$ cat config.mk
export PLATFORM = sky130hd
export DESIGN_NAME = nibble_code_lock
export DESIGN_NICKNAME = d
export VERILOG_FILES = /design/src/rtl/nibble_code_lock.sv
export SDC_FILE = /design/constraint.sdc
export NUM_CORES = 1
export LEC_CHECK = 0
export ABC_AREA = 0
export CAP_MARGIN = 5
export CORE_MARGIN = 4
export CORE_UTILIZATION = 55
export CTS_CLUSTER_SIZE = 8
export DETAILED_ROUTE_END_ITERATION = 6
export PLACE_DENSITY = 0.89
export SYNTH_ARGS = -nofsm -noshare
export SYNTH_HDL_FRONTEND = slang
export SYNTH_SLANG_ARGS = --single-unit
export TNS_END_PERCENT = 50
$ cat constraint.sdc
create_clock -name clk -period 2.9 [get_ports clk]
set_clock_uncertainty 0.2 [all_clocks]
set_input_delay 0.435 -clock clk [delete_from_list [all_inputs] [get_ports clk]]
set_output_delay 0.435 -clock clk [all_outputs]
set_load 0.02 [all_outputs]
$ cat src/rtl/nibble_code_lock.sv
// Sequential code lock: per-digit nibble compare, failed-attempt accounting and timed lockout.
// Optional timed auto-relock from OPEN is built when NIBBLE_LOCK_AUTORELOCK_EN is defined.
//
// state   | meaning
// ENTRY   | collecting DIGITS digits of an attempt
// OPEN    | code accepted; code_load/relock honoured
// LOCKOUT | MAX_FAIL failures reached; inputs ignored until counter expires
module nibble_code_lock #(
  parameter int DIGITS         = 4,
  parameter int MAX_FAIL       = 3,
  parameter int LOCKOUT_CYCLES = 16,
  parameter int OPEN_CYCLES    = 64
) (
  input  logic                  clk,
  input  logic                  rst_n,
  input  logic                  digit_valid,
  input  logic [3:0]            digit,
  input  logic                  relock,
  input  logic                  code_load,
  input  logic [4*DIGITS-1:0]   code_in,
  output logic                  unlocked,
  output logic                  fail,
  output logic                  locked_out,
  output logic [2:0]            digit_idx,
  output logic [3:0]            fail_cnt
);

  if (DIGITS < 1 || DIGITS > 8 || MAX_FAIL < 1 || MAX_FAIL > 15 ||
      LOCKOUT_CYCLES < 1 || LOCKOUT_CYCLES > 65535 ||
      OPEN_CYCLES < 1 || OPEN_CYCLES > 65535) begin : g_param_check
    $error("nibble_code_lock: parameter out of range");
  end

  localparam logic [2:0] LAST_IDX = 3'(DIGITS - 1);

  typedef enum logic [1:0] {ENTRY, OPEN, LOCKOUT} state_t;

  state_t              state, state_nxt;
  logic [4*DIGITS-1:0] code, code_nxt;
  logic [2:0]          idx_nxt;
  logic [3:0]          fail_cnt_nxt;
  logic                mismatch, mismatch_nxt;
  logic [15:0]         lock_cnt, lock_cnt_nxt;
  logic                fail_nxt;
  logic [3:0]          exp_digit;
  logic                attempt_bad;
`ifdef NIBBLE_LOCK_AUTORELOCK_EN
  logic [15:0]         open_cnt, open_cnt_nxt;
`endif

  always_comb begin
    exp_digit = '0;
    for (int k = 0; k < DIGITS; k++) begin
      if (digit_idx == 3'(k)) exp_digit = code[4*k +: 4];
    end
    // the sticky flag is ignored on digit 0 so every attempt starts clean
    attempt_bad = ((digit_idx != 3'd0) && mismatch) || (digit != exp_digit);
  end

  always_comb begin
    state_nxt    = state;
    code_nxt     = code;
    idx_nxt      = digit_idx;
    fail_cnt_nxt = fail_cnt;
    mismatch_nxt = mismatch;
    lock_cnt_nxt = lock_cnt;
    fail_nxt     = 1'b0;
`ifdef NIBBLE_LOCK_AUTORELOCK_EN
    open_cnt_nxt = open_cnt;
`endif
    case (state)
      ENTRY: begin
        if (digit_valid) begin
          if (digit_idx == LAST_IDX) begin
            idx_nxt      = 3'd0;
            mismatch_nxt = 1'b0;
            if (!attempt_bad) begin
              state_nxt    = OPEN;
              fail_cnt_nxt = 4'd0;
`ifdef NIBBLE_LOCK_AUTORELOCK_EN
              open_cnt_nxt = 16'(OPEN_CYCLES);
`endif
            end else begin
              fail_nxt     = 1'b1;
              fail_cnt_nxt = fail_cnt + 4'd1;
              if (fail_cnt_nxt == 4'(MAX_FAIL)) begin
                state_nxt    = LOCKOUT;
                lock_cnt_nxt = 16'(LOCKOUT_CYCLES);
              end
            end
          end else begin
            idx_nxt      = digit_idx + 3'd1;
            mismatch_nxt = attempt_bad;
          end
        end
      end
      OPEN: begin
        if (code_load) code_nxt = code_in;
`ifdef NIBBLE_LOCK_AUTORELOCK_EN
        open_cnt_nxt = open_cnt - 16'd1;
        if (relock || open_cnt <= 16'd1) begin
          state_nxt    = ENTRY;
          open_cnt_nxt = 16'd0;
        end
`else
        if (relock) state_nxt = ENTRY;
`endif
      end
      LOCKOUT: begin
        lock_cnt_nxt = lock_cnt - 16'd1;
        // terminal count: leave on the same edge the counter reaches zero
        if (lock_cnt <= 16'd1) begin
          state_nxt    = ENTRY;
          lock_cnt_nxt = 16'd0;
          fail_cnt_nxt = 4'd0;
          idx_nxt      = 3'd0;
        end
      end
      default: state_nxt = ENTRY;
    endcase
  end

  always_ff @(posedge clk or negedge rst_n) begin
    if (!rst_n) begin
      state      <= ENTRY;
      code       <= '0;
      digit_idx  <= 3'd0;
      fail_cnt   <= 4'd0;
      mismatch   <= 1'b0;
      lock_cnt   <= 16'd0;
      unlocked   <= 1'b0;
      fail       <= 1'b0;
      locked_out <= 1'b0;
    end else begin
      state      <= state_nxt;
      code       <= code_nxt;
      digit_idx  <= idx_nxt;
      fail_cnt   <= fail_cnt_nxt;
      mismatch   <= mismatch_nxt;
      lock_cnt   <= lock_cnt_nxt;
      unlocked   <= (state_nxt == OPEN);
      fail       <= fail_nxt;
      locked_out <= (state_nxt == LOCKOUT);
    end
  end

`ifdef NIBBLE_LOCK_AUTORELOCK_EN
  always_ff @(posedge clk or negedge rst_n) begin
    if (!rst_n) open_cnt <= 16'd0;
    else        open_cnt <= open_cnt_nxt;
  end
`endif

endmodule
==> results of run 1 <==
[kinds of logic (layout without fill, tap and decap cells)]
family	after synthesis	after routing	share of synthesized area (%)
and+or+nand+nor	97	97	22.5
AOI/OAI and AO/OA	61	61	16.1
xor gates and xnor gates	3	3	1.03
adders and majority gates	8	8	3.90
buffers and inverters	17	56	3.03
muxes	22	22	9.61
DFF	45	45	43.9
[critical path, stage by stage (launching register included)]
cell and delay [ps]:
dfrtp_2 430, inv_1 90, ha_1 290, nor2b_1 160, a21oi_1 170, mux2_2 400
or3_4 420, a21oi_4 240, xor2_1 170, nor2_1 50
[routing by layer]
layer | global-route usage (%) | wire length, microns
met5 | 0 | 0
met4 | 5.98 | 75
met3 | 4.02 | 237
met2 | 32.8 | 2550
met1 | 27.2 | 2550
[how the worst min path moves through the flow]
stage          depth (start not counted)  endpoint  slack [ps]  startpoint
5_1_grt                                1      fail         160       rst_n
2_1_floorplan                          0   code[0]         -60       rst_n
6_report                               1      fail          90       rst_n
3_5_place_dp                           1   code[0]         290     code[0]
4_1_cts                                1      fail         120       rst_n
3_3_place_gp                           1   code[3]         290     code[3]
[final cells by class]
cell class / instances / share of cell area (%)
clock inverters: 1 / 0.163
repair buffers: 38 / 11.9
flip-flops and latches: 45 / 36.8
clock buffers: 7 / 3.14
well taps: 52 / 2.12
inverters: 10 / 1.22
multi-input cells: 191 / 44.7
[sequential cells by signal, summed over array words and instances, names as in the netlist]
register,count
locked_out,1
unlocked,1
mismatch,1
state,2
code,16
lock_cnt,16
fail,1
digit_idx,3
fail_cnt,4
[cell usage after synthesis, types with 6 or more instances]
library cell	number	share of area [%]
nand3_1	6	1.2
inv_1	10	1.5
mux2_2	21	9.2
ha_1	8	3.9
nand2_1	17	2.5
o21ai_0	11	2.1
nor2_1	12	1.8
dfrtp_1	45	44
nand3b_1	6	1.8
o31ai_1	7	2.0
nor2b_1	11	2.7
nor3_1	6	1.2
a21oi_1	14	2.7
nor4_1	6	1.5
[repair_timing]
item,CTS,global route
endpoints found under the hold margin,0,0
hold buffers,0,0
setup endpoints to repair,0,19
gates resized for setup,0,4
[power breakdown]
group          switching (W)  internal (W)  leakage [nW]
sequential          0.000208      0.000842         0.609
combinational       0.000726      0.000656         0.745
clock               0.000209      0.000215        0.0542
total                0.00114       0.00171          1.41
[stage by stage]
step	setup WS [ps]	instance area [sq um]	utilization [%]	instances	hold slack [ps]
3_5_place_dp	135	2950	66.5	336	292
4_1_cts	88.9	3060	68.8	344	116
3_3_place_gp	169	2950	66.5	336	287
5_1_grt	3.56	3070	69.0	344	160
2_1_floorplan	248	2560	-	253	-60.6
6_report	167	3070	69.0	344	85.1
==> run metrics, run 1 <==
CORE AREA around 4400 sq um; synthesized net count between 200 and 300; Pwr Density 931 nW/um^2; synth warn 0; worst r2r src digit_idx[0]; die width between 70 and 80 microns; period utilization between 90 and 100%; Syn Inst Count ~250; outcome finished clean; diodes inserted 0; effective utilization at floorplan 57.7%; ys flop type dfrtp_1; Yosys reg bits between 40 and 50; Total Power around 0.0029 W; Hold WC Path Type primary input to async pin; Worst Tran Pin Value ~980 ps; Initial DRC Count 155; Antenna Nets Post-Route 0; sequential cell area between 1000 and 1500 sq um; RD Place Congestion ~0.9; P_leak ~1.4 nW; IO Pins 35; Nets approximately 320; mapped cell area roughly 2600 sq um; type of the worst setup path flop to flop; post-synthesis cell type count 55; total CTS buffers 5; CTS tree built; clk_lat worst skew roughly 300 ps; Final min period between 2000 and 3000 ps; DRC 0; reg2reg path depth 9; total wire length approximately 5400 microns; IO Port Bufs 34; vias per inst just over 6; hpwl dp between 3000 and 4000 microns; first-pass GRT wire length roughly 9700 microns; maxcap violations 0; H-tree levels 2; die area between 5000 and 6000 sq um; worst relative slew slack about a third; pin count of the biggest net entering global routing 46; setup bufs post-CTS 0; Crit Path Max Fanout 9; Pre-Repair DR Iteration Count 4; sinks on the clock net 45; Fin. Hold Viols 0; fmax 366 MHz; layout cells sized above 1 15.4%; multi-input logic area between 1000 and 1500 sq um; VDD IR-drop max approximately 0.56 mV; detailed-route via count about 2100; crit path capture lock_cnt[6]; fill cell count about 350; critical path launch point type flop; syn_area_per_cell around 10 sq um; GRT Overall Usage 20.1%; sequential share of the synthesized area about 44%; WL per Instance between 15 and 20 microns; initial antenna violation count 0; Setup crit start digit_idx[0]; grt total ovfl 0; number of cell rows 24; CP endpoint kind flop; commonest cells after routing, fill and taps aside 44 x dfrtp_1, 33 x clkdlybuf4s50_1, 21 x mux2_2; async set or reset register ratio after synthesis 100%; R2R Setup Slk 170 ps; Fin Setup TNS 0 ps; CP required between 2000 and 3000 ps; RSZ-0062 raised after global routing false; Max Buffers Root-to-Sink 2; Max Slew Vio Count 0; commonest non-fill, non-tap cell in the layout dfrtp_1; Vert. Die Dim between 70 and 80 microns; number of global-route vias before repair about 2100; synthesis-to-layout area growth 19.6%; final setup fails 0; Worst EP arrival ~2700 ps; number of synthesized flops with an enable pin 0; CTS root buffer clkbuf_8; reg-to-reg critical path endpoint lock_cnt[6]; Clock transition at path regs around 80 ps
Note: power is estimated with default switching activity, not from simulation.
==> inputs of run 2 (changes only) <==
--- a/config.mk
+++ b/config.mk
@@ -9,8 +9,10 @@
 export CAP_MARGIN = 5
 export CORE_MARGIN = 4
 export CORE_UTILIZATION = 55
+export CTS_CLUSTER_DIAMETER = 30
 export CTS_CLUSTER_SIZE = 8
 export DETAILED_ROUTE_END_ITERATION = 6
+export GPL_TIMING_DRIVEN = 1
 export PLACE_DENSITY = 0.89
 export SYNTH_ARGS = -nofsm -noshare
 export SYNTH_HDL_FRONTEND = slang
==> results of run 2 <==
No change in the layout: final DEF, timing and power equal those of run 1.
